### src/rtl/rf_wr_arbiter.sv
// Round-robin owner arbiter for the single register-file write port.
// An owner keeps the port until it drops req or runs MAX_HOLD cycles; then one IDLE bubble.
module rf_wr_arbiter #(
  parameter int N_REQ    = 4,
  parameter int ADDR_W   = 5,
  parameter int DATA_W   = 32,
  parameter int MAX_HOLD = 8
) (
  input  logic                     clk,
  input  logic                     rst,
  input  logic [N_REQ-1:0]         req,
  input  logic [N_REQ-1:0]         wr_en,
  input  logic [N_REQ*ADDR_W-1:0]  wr_addr,
  input  logic [N_REQ*DATA_W-1:0]  wr_data,
  output logic [N_REQ-1:0]         gnt,
  output logic                     rf_we,
  output logic [ADDR_W-1:0]        rf_addr,
  output logic [DATA_W-1:0]        rf_data,
  output logic                     timeout
);

  localparam int IDX_W  = $clog2(N_REQ);
  localparam int HOLD_W = $clog2(MAX_HOLD) + 1;

  typedef enum logic {IDLE, OWN} state_t;

  state_t              state, state_nxt;
  logic [N_REQ-1:0]    gnt_nxt;
  logic [IDX_W-1:0]    owner, owner_nxt;
  logic [IDX_W-1:0]    ptr, ptr_nxt;
  logic [IDX_W-1:0]    pick;
  logic [HOLD_W-1:0]   hold_cnt, hold_nxt;
  logic                timeout_nxt;
  logic                owns;

  logic [ADDR_W-1:0]   addr_arr [N_REQ];
  logic [DATA_W-1:0]   data_arr [N_REQ];

  for (genvar i = 0; i < N_REQ; i++) begin : g_unpack
    assign addr_arr[i] = wr_addr[i*ADDR_W +: ADDR_W];
    assign data_arr[i] = wr_data[i*DATA_W +: DATA_W];
  end

  // First set request scanning upward from p, wrapping modulo N_REQ.
  function automatic logic [IDX_W-1:0] rr_pick(input logic [N_REQ-1:0] r,
                                               input logic [IDX_W-1:0] p);
    logic [IDX_W-1:0] sel;
    logic [IDX_W-1:0] idx;
    logic             found;
    sel   = p;
    found = 1'b0;
    for (int k = 0; k < N_REQ; k++) begin
      idx = IDX_W'((int'(p) + k) % N_REQ);
      if (!found && r[idx]) begin
        sel   = idx;
        found = 1'b1;
      end
    end
    return sel;
  endfunction

  function automatic logic [IDX_W-1:0] next_idx(input logic [IDX_W-1:0] i);
    return (i == IDX_W'(N_REQ - 1)) ? '0 : i + IDX_W'(1);
  endfunction

  assign pick = rr_pick(req, ptr);

  always_comb begin
    state_nxt   = state;
    gnt_nxt     = gnt;
    owner_nxt   = owner;
    ptr_nxt     = ptr;
    hold_nxt    = hold_cnt;
    timeout_nxt = 1'b0;
    case (state)
      IDLE: begin
        gnt_nxt = '0;
        if (|req) begin
          gnt_nxt       = '0;
          gnt_nxt[pick] = 1'b1;
          owner_nxt     = pick;
          hold_nxt      = '0;
          state_nxt     = OWN;
        end
      end
      OWN: begin
        hold_nxt = hold_cnt + HOLD_W'(1);
        if (!req[owner] || hold_cnt == HOLD_W'(MAX_HOLD - 1)) begin
          gnt_nxt     = '0;
          ptr_nxt     = next_idx(owner);
          state_nxt   = IDLE;
          timeout_nxt = req[owner];
        end
      end
      default: begin
        gnt_nxt   = '0;
        state_nxt = IDLE;
      end
    endcase
  end

  always_ff @(posedge clk or posedge rst) begin
    if (rst) begin
      state    <= IDLE;
      gnt      <= '0;
      owner    <= '0;
      ptr      <= '0;
      hold_cnt <= '0;
      timeout  <= 1'b0;
    end else begin
      state    <= state_nxt;
      gnt      <= gnt_nxt;
      owner    <= owner_nxt;
      ptr      <= ptr_nxt;
      hold_cnt <= hold_nxt;
      timeout  <= timeout_nxt;
    end
  end

  // Write port follows the registered owner; req gates the strobe so a dropping owner cannot write.
  assign owns    = (state == OWN);
  assign rf_we   = owns & req[owner] & wr_en[owner];
  assign rf_addr = owns ? addr_arr[owner] : '0;
  assign rf_data = owns ? data_arr[owner] : '0;

endmodule

### config.mk
export PLATFORM = sky130hd
export DESIGN_NAME = rf_wr_arbiter
export DESIGN_NICKNAME = d
export VERILOG_FILES = /design/src/rtl/rf_wr_arbiter.sv
export SDC_FILE = /design/constraint.sdc
export NUM_CORES = 1
export LEC_CHECK = 0
export CORE_ASPECT_RATIO = 1.4
export CORE_MARGIN = 4
export CORE_UTILIZATION = 31
export DETAILED_ROUTE_END_ITERATION = 16
export PLACE_DENSITY = 0.88
export SLEW_MARGIN = 20
export SYNTH_ARGS = -nofsm -noshare
export SYNTH_HDL_FRONTEND = slang
export SYNTH_SLANG_ARGS = --single-unit
### constraint.sdc
create_clock -name clk -period 6.2 [get_ports clk]
set_input_delay 1.86 -clock clk [delete_from_list [all_inputs] [get_ports clk]]
set_output_delay 1.86 -clock clk [all_outputs]
set_load 0.02 [all_outputs]
==> reports/qor.yml <==
power:
  seqPwrFrac_pct: 14.1
  swShare_pct: 42.4
  switchingPower_w: 0.000627
  p_leak_nw: 1.47
  comb_power_share_pct: 80.5
  vdd.ir_drop.worst_mv: 0.338
  p_int_w: 0.000852
  powerDensity_mw_per_mm2: 374
  p_clk_share_pct: 5.4
route:
  wl_per_cell_um: 21.0
  vias_per_cell: 5.32
  drc_errors: 0
  vias: 2245
  dr.pass1.iters: 4
  antenna_left: 0
  wirelength_um: 8850
  dr.first_iter.drc_count: 46
run:
  cap_violations: 0
timing:
  tns_ns: 0
  rsz0062_at_grt: "false"
  skew_ns: 0.00419
  report.final.slew_viol_count: 0
  fmax_mhz: 179
  hold_viol: 0
  period_needed_ns: 5.58
  maxSlewHeadroom_pct: 53.4
  finalSetupViolCount: 0
  fin_crit_sh_pct: 90.0
  tightest_slew_ns: 0.699
logic_synthesis:
  ys_async_sr_fraction_pct: 100
  synthAdderAreaFrac_pct: 1.34
  synth.cell_area_mm2: 0.00187
  synthMuxAreaShare_pct: 48.8
  yosys.area_share.xor_xnor_pct: 0.939
  yosysSeqAreaShare_pct: 18.8
  yosys.area_share.simple_pct: 20.2
  synth-compound-area-share_pct: 6.10
  ys.warnings.count: 0
  ys_types: 32
  synthCells: 159
  ys_ff_latch: 14
  synth-edff-count: 0
  syn_nets: 319
  synth_top_family_by_area: "multiplexers"
  syn_avg_cell_area_um2: 11.7
  synth_ff_type: "dfrtp_1"
cts:
  cts-root-buf: "clkbuf_8"
  post_cts_buffers: 0
  clockBufferDepth: 2
  htreeDepth: 1
  cts_buffers: 3
  cts_tree: "done"
  clk_latency_ns: 0.25
  post_cts_resized: 0
  clkTransAtPathRegs_ns: 0.05
  clkSinkCount: 14
  ctsHoldBuffers: 0
hold_path:
  hold_depth: 1
  min_path_type: "register to register"
  hold_path_end: "hold_cnt[3]"
  hold_start: "hold_cnt[3]"
critical_path:
  reg2regPathDepth: 3
  cp-start-kind: "input pin"
  worst-path-max-fanout: 8
  rrSetupSlack_ns: 4.06
  regToRegStartpoint: "owner[0]"
  r2r-end: "ptr[1]"
  critPathMostFrequentCell: "clkdlybuf4s50_1"
  cp_data_arrival_time_ns: 3.72
  critPathSlowestCell: "mux4_2"
  end_kind: "output pin"
  cp_cell_sequence: "clkdlybuf4s50_1 > mux4_2 > and3_1 > clkdlybuf4s50_1"
  slowest_delay_ns: 0.58
  worst-setup-path-type: "input pin to output pin"
  required_ns: 4.34
global_route:
  grt_pass1_wl_um: 12900
  overflow: 0
  antenna_found_initial: 0
  grt_pass1_vias: 2449
  grt_use_total_pct: 23.4
  grt_max_degree: 39
place:
  portBuffers: 200
  place_congestion: 0.834
  postPlaceCellArea_mm2: 0.00392
  dp_cells: 418
  dp_hpwl_um: 7600
layout:
  n_antenna_cell: 0
  fillers: 454
  final_util_pct: 67.5
  mostFrequentLayoutCells: "clkdlybuf4s50_1 (200), mux4_2 (39), and2_1 (37)"
  area_delta_synth_final_pct: 112
  instances_no_fill: 422
  fin_area_mm2: 0.00396
  layout-drive-gt1-share_pct: 13.9
  mostFrequentLayoutCell: "clkdlybuf4s50_1"
  final_nets: 513
floorplan:
  core.rowCount: 33
  die_h_um: 99.8
  die_area_mm2: 0.00734
  start_util_pct: 31.8
  core_mm2: 0.00586
  ios: 201
  die_w_um: 73.6
outcome:
  status: "finished, final reports clean"
per-stage QoR:
step	hold slack, ns	setup slack (ns)	total power [W]
floorplan	0.448	1.74	0.000913
global placement	0.465	0.649	0.00139
detailed placement	0.472	0.618	0.00141
CTS	0.494	0.614	0.00149
global route	0.524	0.584	0.00158
finish	0.492	0.619	0.00148
layout make-up:
| type | instances | area, µm² | area share (%) |
|---|---|---|---|
| Timing Repair Buffer | 203 | 2020 | 51.1 |
| Inverter | 2 | 7.51 | 0.190 |
| Sequential cell | 14 | 352 | 8.88 |
| Clock buffer | 4 | 45.0 | 1.14 |
| Tap cell | 70 | 87.6 | 2.21 |
| Multi-Input combinational cell | 129 | 1440 | 36.5 |
Yosys cell counts (2+ instances only):
cell      count  area, µm²
a21o_1        2       15.0
a32o_1        2       20.0
and2_1       37        231
and3_1        2       12.5
buf_2         6       30.0
clkbuf_1      6       22.5
dfrtp_1      14        350
ha_1          2       25.0
inv_1         2       7.51
mux4_2       39        878
nand2_1       8       30.0
nand3_1       2       10.0
nand4_1       2       12.5
nor2_1        8       30.0
nor2b_1       3       18.8
o21ai_0       8       40.0
cells by family after synthesis:
kind of cell	count (synthesis)
simple gates	66
buf+inv	16
xor+xnor	2
fa+ha+maj	2
mux	42
compound gates	17
flops	14
power by group through the flow:
stage	clock, W	sequential [W]	combinational, W
floorplan	0	0.000165	0.000748
CTS	0.0000816	0.000210	0.00120
finish	0.0000794	0.000209	0.00119
global route	0.0000834	0.000222	0.00127
detailed placement	0	0.000210	0.00120
global placement	0	0.000207	0.00118
registers in the layout, indices dropped and copies added (netlist names):
register  flops
timeout       1
gnt           4
owner         2
owns          1
hold_cnt      4
ptr           2
metal layers:
| layer | up-vias | track usage [%] | share of wire (%) |
|---|---|---|---|
| met5 | - | 0 | 0 |
| met3 | 17 | 5.51 | 8.9 |
| met4 | 0 | 6.97 | 2.5 |
| met2 | 126 | 44.4 | 56 |
| met1 | 1097 | 24.8 | 33 |
| li1 | 1005 | - | - |
how the worst max path moves through the flow:
stage / from / cells after the start / to / slack (ns)
floorplan: req[3] / 2 / rf_we / 1.74
global placement: req[3] / 4 / rf_we / 0.65
detailed placement: req[3] / 4 / rf_we / 0.62
CTS: req[3] / 4 / rf_we / 0.61
global route: req[3] / 4 / rf_we / 0.58
finish: req[3] / 4 / rf_we / 0.62
critical path, delay by kind of cell:
family                 cells  cell delay [ns]
buffers and inverters      2             1.07
muxes                      1             0.58
and+or+nand+nor            1             0.20
(Power assumes the default switching activity.)
